--- config.mk ---
export PLATFORM = sky130hd
export DESIGN_NAME = pipeline_scoreboard
export DESIGN_NICKNAME = d
export VERILOG_FILES = /design/src/rtl/pipeline_scoreboard.sv
export SDC_FILE = /design/constraint.sdc
export NUM_CORES = 1
export LEC_CHECK = 0
export CORE_UTILIZATION = 55
export DETAILED_ROUTE_END_ITERATION = 7
export PLACE_DENSITY = 0.74
export SLEW_MARGIN = 30
export SYNTH_ARGS = -nofsm -noshare
export SYNTH_HDL_FRONTEND = slang
export SYNTH_SLANG_ARGS = --single-unit
--- constraint.sdc ---
create_clock -name clock -period 26.1 [get_ports clock]
set_input_delay 6.525 -clock clock [delete_from_list [all_inputs] [get_ports clock]]
set_output_delay 6.525 -clock clock [all_outputs]
set_load 0.05 [all_outputs]
--- src/rtl/pipeline_scoreboard.sv ---
// Register-hazard scoreboard: per-register result countdowns drive stall and bypass distances.
// Optional stall statistics counter is built when SCOREBOARD_STATS_EN is defined.
module pipeline_scoreboard #(
  parameter int unsigned NUM_REGS   = 32,
  parameter int unsigned REG_ADDR_W = 5,
  parameter int unsigned MAX_LAT    = 4,
  parameter int unsigned LAT_W      = 3,
  parameter int unsigned BYPASS_MAX = 2
) (
  input  logic                  clock,
  input  logic                  reset,
  input  logic                  issue_valid,
  input  logic [REG_ADDR_W-1:0] issue_rs,
  input  logic [REG_ADDR_W-1:0] issue_rt,
  input  logic                  issue_uses_rs,
  input  logic                  issue_uses_rt,
  input  logic                  issue_wr_en,
  input  logic [REG_ADDR_W-1:0] issue_rd,
  input  logic [LAT_W-1:0]      issue_lat,
  input  logic                  flush,
  output logic                  stall,
  output logic [LAT_W-1:0]      fwd_rs_dist,
  output logic [LAT_W-1:0]      fwd_rt_dist,
  output logic [REG_ADDR_W:0]   busy_count,
  output logic [31:0]           stall_cycles
);

  localparam int unsigned      NumSlots = 1 << REG_ADDR_W;
  localparam int unsigned      CountW   = REG_ADDR_W + 1;
  localparam logic [LAT_W-1:0] MaxLatC  = LAT_W'(MAX_LAT);
  localparam logic [LAT_W-1:0] BypassC  = LAT_W'(BYPASS_MAX);

  logic [LAT_W-1:0] cntQ    [NUM_REGS];
  logic [LAT_W-1:0] cntD    [NUM_REGS];
  logic [LAT_W-1:0] cntView [NumSlots];

  logic [LAT_W-1:0] latEff;
  logic             tracked;
  logic             hzRs;
  logic             hzRt;
  logic             hzWaw;
  logic             accept;

  // Full address-space view so out-of-range and zero indices read as idle.
  always_comb begin
    for (int i = 0; i < NumSlots; i++) cntView[i] = '0;
    for (int r = 1; r < NUM_REGS; r++) cntView[r] = cntQ[r];
  end

  // Hazard detection against the counters as they stand before this cycle's write.
  always_comb begin
    latEff  = (issue_lat > MaxLatC) ? MaxLatC : issue_lat;
    tracked = issue_wr_en && (issue_rd != '0) && (latEff != '0);
    hzRs    = issue_uses_rs && (issue_rs != '0) && (cntView[issue_rs] > BypassC);
    hzRt    = issue_uses_rt && (issue_rt != '0) && (cntView[issue_rt] > BypassC);
    hzWaw   = tracked && (cntView[issue_rd] >= latEff);
    stall   = issue_valid && !flush && (hzRs || hzRt || hzWaw);
    accept  = issue_valid && !flush && !stall;
  end

  always_comb begin
    fwd_rs_dist = issue_uses_rs ? cntView[issue_rs] : '0;
    fwd_rt_dist = issue_uses_rt ? cntView[issue_rt] : '0;
  end

  always_comb begin
    busy_count = '0;
    for (int r = 1; r < NUM_REGS; r++) begin
      if (cntQ[r] != '0) busy_count = busy_count + CountW'(1);
    end
  end

  // Older results keep draining; a newly accepted write reloads its register.
  always_comb begin
    for (int r = 0; r < NUM_REGS; r++) begin
      cntD[r] = cntQ[r];
      if (cntQ[r] != '0) cntD[r] = cntQ[r] - LAT_W'(1);
      if (accept && tracked && (issue_rd == REG_ADDR_W'(r))) cntD[r] = latEff;
    end
    cntD[0] = '0;
  end

  always_ff @(posedge clock) begin
    if (!reset) begin
      for (int r = 0; r < NUM_REGS; r++) cntQ[r] <= '0;
    end else begin
      for (int r = 0; r < NUM_REGS; r++) cntQ[r] <= cntD[r];
    end
  end

`ifdef SCOREBOARD_STATS_EN
  logic [31:0] statQ;

  always_ff @(posedge clock) begin
    if (!reset) begin
      statQ <= '0;
    end else if (stall) begin
      statQ <= statQ + 32'd1;
    end
  end

  assign stall_cycles = statQ;
`else
  assign stall_cycles = '0;
`endif

endmodule

# After elaboration in Yosys (flattened, before gate mapping)
# Memory sizes are Yosys's and may differ from the RTL's.
# Index checks and enable logic that the tools add are counted.
totals:
  register_bits: 0
  elab_cells: 355
  output_inout_bits: 45
  rom_bits: 0
  inputBits: 25
  ramBits: 96
  memories: 1
  latchBits: 0
op_classes:
  n_mux: 139
  n_lt_le_gt_ge: 7
  n_reduce_logical: 81
  shifts: 0
  multipliers: 0
  addsub: 61
  bitwise: 35
  eq_ne: 31
  div: 0
mem_list:
  columns: ["name", "depth", "word_bits", "read_ports", "rd_ports_with_merged_regs", "wr", "line_no", "text"]
  rows:
  - ["cntQ", 32, 3, 31, 0, 32, "33", "logic [LAT_W-1:0] cntQ [NUM_REGS];"]
ops:
  columns: ["cell", "count"]
  rows:
  - ["3-bit two-way mux", 103]
  - ["6-bit by 1-bit adder with 6-bit output (second input constant)", 30]
  - ["6-bit two-way mux", 30]
  - ["3-bit nonzero test", 32]
  - ["3-bit by 1-bit subtractor with 3-bit output (second input constant)", 31]
  - ["5-bit equality test (second input constant)", 16]
  - ["3-bit binary-select mux with 5-bit select", 3]
  - ["1-bit logical AND", 42]
  - ["5-bit by 4-bit equality test with 1-bit output (second input constant)", 8]
  - ["1-bit OR", 32]
  - ["5-bit by 3-bit equality test with 1-bit output (second input constant)", 4]
  - ["6-bit >= comparator (second input constant)", 3]
  - ["5-bit inverter with 6-bit output", 3]
  - ["5-bit nonzero test", 3]
  - ["5-bit by 2-bit equality test with 1-bit output (second input constant)", 2]
  - ["3-bit by 2-bit greater-than comparator with 1-bit output (second input constant)", 2]
  - ["5-bit by 1-bit equality test with 1-bit output (second input constant)", 1]
  - ["3-bit >= comparator", 1]
  - ["3-bit greater-than comparator (second input constant)", 1]
  - ["1-bit two-way mux", 3]
  - ["1-bit logical NOT", 2]
  - ["1-bit logical OR", 2]

# Logic depth before layout (Yosys ltp)
# An unclocked memory read counts as a cell.
logic_depth:
  ltp_word: 63
  depth_mapped: 85
  mapped_depth_nobuf: 84

# Worst setup path after synthesis
# No wires, ideal clock.
synth_timing:
  kind: "register to output"
  startpoint: "memory cntQ[2][0] (netlist: cntQ[0][6])"
  endpoint: "output busy_count[4]"
  required_ns: 19.575
  path_slack_ns: 4.694
  t_arrival_ns: 14.881
  path_buffers: 1
  stages_incl_launch_ff: 83
  path_cell_list: "dfxtp_1 -> inv_1 -> ha_1 -> nor2b_1 -> buf_2 -> inv_1 -> ha_1 -> xnor3_1 -> inv_2 -> ha_1 -> and2_1 -> or3_1 -> nand3_1 -> o21ai_0 -> inv_1 -> ha_1 -> and2_1 -> or3_1 -> (+47 left out) -> xor2_1 -> o21ai_0 -> a21oi_1 -> a21oi_1 -> ha_1 -> nor2_1 -> a31oi_1 -> ha_1 -> mux2_2 -> ha_1 -> mux2_2 -> ha_1 -> nand2_1 -> or2_2 -> a31oi_1 -> o21ai_0 -> o41ai_1 -> xnor2_1"
synth_rtl:
  columns: ["item", "line_no", "text"]
  rows:
  - ["from (decl)", "33", null]
  - ["to (decl)", "24", "output logic [REG_ADDR_W:0] busy_count,"]

==> results.cfg <==
[run_status]
outcome = finished, final reports clean

[placement]
io_buffers = 37
hpwl_um = 26050
place_congestion = 0.9459
placedCellCount = 1865

[critical_path]
critPathRequiredTime_ns = 19.58
worstPathArrival_ns = 17.46
rr_worst_depth = 16
slowest_stage = clkdlybuf4s50_1
end_kind = output port
cp_common_cell = ha_1
startpoint_type = register
cp_slowest_stage_delay_ns = 0.83
criticalPathCategory = reg -> out
critPathMaxFanout = 8

[global_route]
grtUsageTotal = 0.2767
grt_pass1_wl_um = 56900
grt-ovfl-total = 0
antenna_found_initial = 1
first_global_vias = 11260
grt_max_degree = 94

[flow_run]
max-cap-violations = 0

[detailed_routing]
postRouteAntennaNets = 0
wl_per_cell_um = 18.79
first_pass_iters = 5
drt_wl_total_um = 35340
drc = 0
vias = 11540
drt_iter0_drc = 1066
vias_per_cell = 6.137

[logic_synthesis]
ys_ff_latch = 93
yosysWarningCount = 0
synthArstFlopShare = 0
yosysSeqAreaShare = 0.1378
ys.flop_type = dfxtp_1
netlist_area_um2 = 13510
synthCells = 1603
avgSynthCellArea_um2 = 8.429
synth_edf_count = 0
ys_types = 83

[cells_and_area]
fin_nets = 1676
stdcell_count = 1881
syn2layout_area_growth_pct = 4.343
largest_reg_flops = 93
post-route-util = 0.5936
drive_gt1_frac = 0.1031
top_register = cntQ
top_regs = cntQ (93)
num_antenna_cells = 0

[clocking]
worstSkewPairLatency_ns = 0.36
path_clk_slew_ns = 0.07
cts_made_buffers = 9
post_cts_resized = 0
ctsHoldBuffers = 0
cts_setup_buffers = 0
clock_path_buffers = 2
tritoncts = built
htreeDepth = 3
cts.sinks = 93
cts-root-buf = clkbuf_16

[timing]
max_clock_freq_mhz = 41.70
slew_headroom = 0.3642
hold_slack_ns = 0.6582
rsz0062_at_grt = false
period_share = 0.9189
final-hold-violation-count = 0
fin_setup_tns_ns = 0
drv_slew = 0
tightestPinTransition_ns = 0.9507
period_minus_slack_ns = 23.98
setup_viol = 0
finClkSkew_ns = 0.01261

[hold_path]
hold_path_depth = 3
holdCritPathClass = reg -> reg

[floorplan]
die-area_um2 = 25200
chipHeight_um = 158.7
start_util = 0.5688
num_rows = 56
coreArea_um2 = 23750
ios = 70
chipWidth_um = 158.7
[final cells by class]
cell class,count,area (µm²)
Multi-Input combinational cell,1320,10800
Fill cell,2101,9654
Sequential cell,93,1862
Timing Repair Buffer,47,422.9
Tap cell,319,399.1
Inverter,86,322.8
Clock buffer,12,246.5
Clock inverter,4,47.55
[worst max-delay path: cells and delay by family (launching register included)]
family	cells	cell delay [ns]
XOR/XNOR	11	2.49
AND/OR/NAND/NOR	20	3.05
adder cells (fa/ha/maj)	16	4.71
flip-flops	1	0.37
multiplexers	3	0.88
buffers and inverters	4	1.25
AO/OA/AOI/OAI	26	4.36
[synthesized netlist by cell type (7+ instances only)]
library cell    n  area share
a31oi_1        18      0.0083
inv_1          84       0.023
a22o_1          7      0.0045
and2_1         44       0.020
or2_2          23       0.011
xor2_1         32       0.021
and3_1          7      0.0032
nor2b_1        68       0.031
or3_1           7      0.0032
nand2b_1       39       0.018
xnor3_1        22       0.037
nand3_1        33       0.012
nor3_1         21      0.0078
o21ai_0        85       0.031
mux4_2         67        0.11
o31ai_1         7      0.0039
buf_1          10      0.0028
dfxtp_1        93        0.14
a21oi_1        48       0.018
xnor2_2         8      0.0096
xnor2_1       112       0.073
o22ai_1        13      0.0060
nand4_1        15      0.0069
ha_1           94       0.087
o211ai_1       36       0.020
clkbuf_1       85       0.024
nor2_1         96       0.027
mux2i_1        88       0.065
nand2_1       162       0.045
buf_4          34       0.019
mux2_2          9      0.0075
o211a_1        31       0.023
[layer usage]
| layer | up-vias | wire length (µm) | global-route usage |
|---|---|---|---|
| met2 | 402 | 17600 | 0.4868 |
| met1 | 5509 | 14470 | 0.3383 |
| met3 | 91 | 2305 | 0.04310 |
| met4 | 0 | 953 | 0.1024 |
| li1 | 5541 | - | - |
| met5 | - | 0 | 0 |
[cells in the final DEF (no fill, tap or decap), types with 18 or more instances in the layout]
| master | n |
|---|---|
| inv_1 | 84 |
| or2_2 | 23 |
| nand2b_1 | 39 |
| ha_1 | 94 |
| o211a_1 | 31 |
| o211ai_1 | 36 |
| nor2b_1 | 67 |
| mux2i_1 | 88 |
| o21ai_0 | 85 |
| xnor2_1 | 112 |
| conb_1 | 32 |
| dfxtp_1 | 93 |
| nor2_1 | 96 |
| xor2_1 | 32 |
| a31oi_1 | 18 |
| mux4_2 | 67 |
| clkdlybuf4s50_1 | 31 |
| nand3_1 | 33 |
| a21oi_1 | 48 |
| nand2_1 | 162 |
| xnor3_1 | 22 |
| and2_1 | 44 |
| nor3_1 | 21 |
[metrics by stage]
stage	instance area [µm²]	setup slack (ns)
global route	14100	0.3762
global placement	13810	3.373
finish	14100	2.118
floorplan	13630	4.694
detailed placement	13810	2.770
CTS	14100	2.279
[kinds of logic (layout without fill, tap and decap cells)]
family	count (synthesis)	in the layout	synth area share
compound gates	303	303	0.1520
xor+xnor	188	188	0.1657
fa+ha+maj	94	94	0.08705
buf+inv	221	149	0.07186
flops	93	93	0.1378
mux	165	165	0.1855
other cells	1	32	0.0002775
simple gates	538	538	0.1999
[worst paths after layout]
check                            startpoint            end  slack, ns
worst max-delay path             cntQ[0][6]  busy_count[4]       2.12
worst min register to register   cntQ[0][3]     cntQ[0][3]       0.66
worst max register to register  cntQ[0][18]    cntQ[0][13]      21.24
worst min-delay path             cntQ[0][3]     cntQ[0][3]       0.66
Power is left out: the tool's default activity adds up to more than one toggle a clock period on the data nets, which glitch-free logic cannot reach.
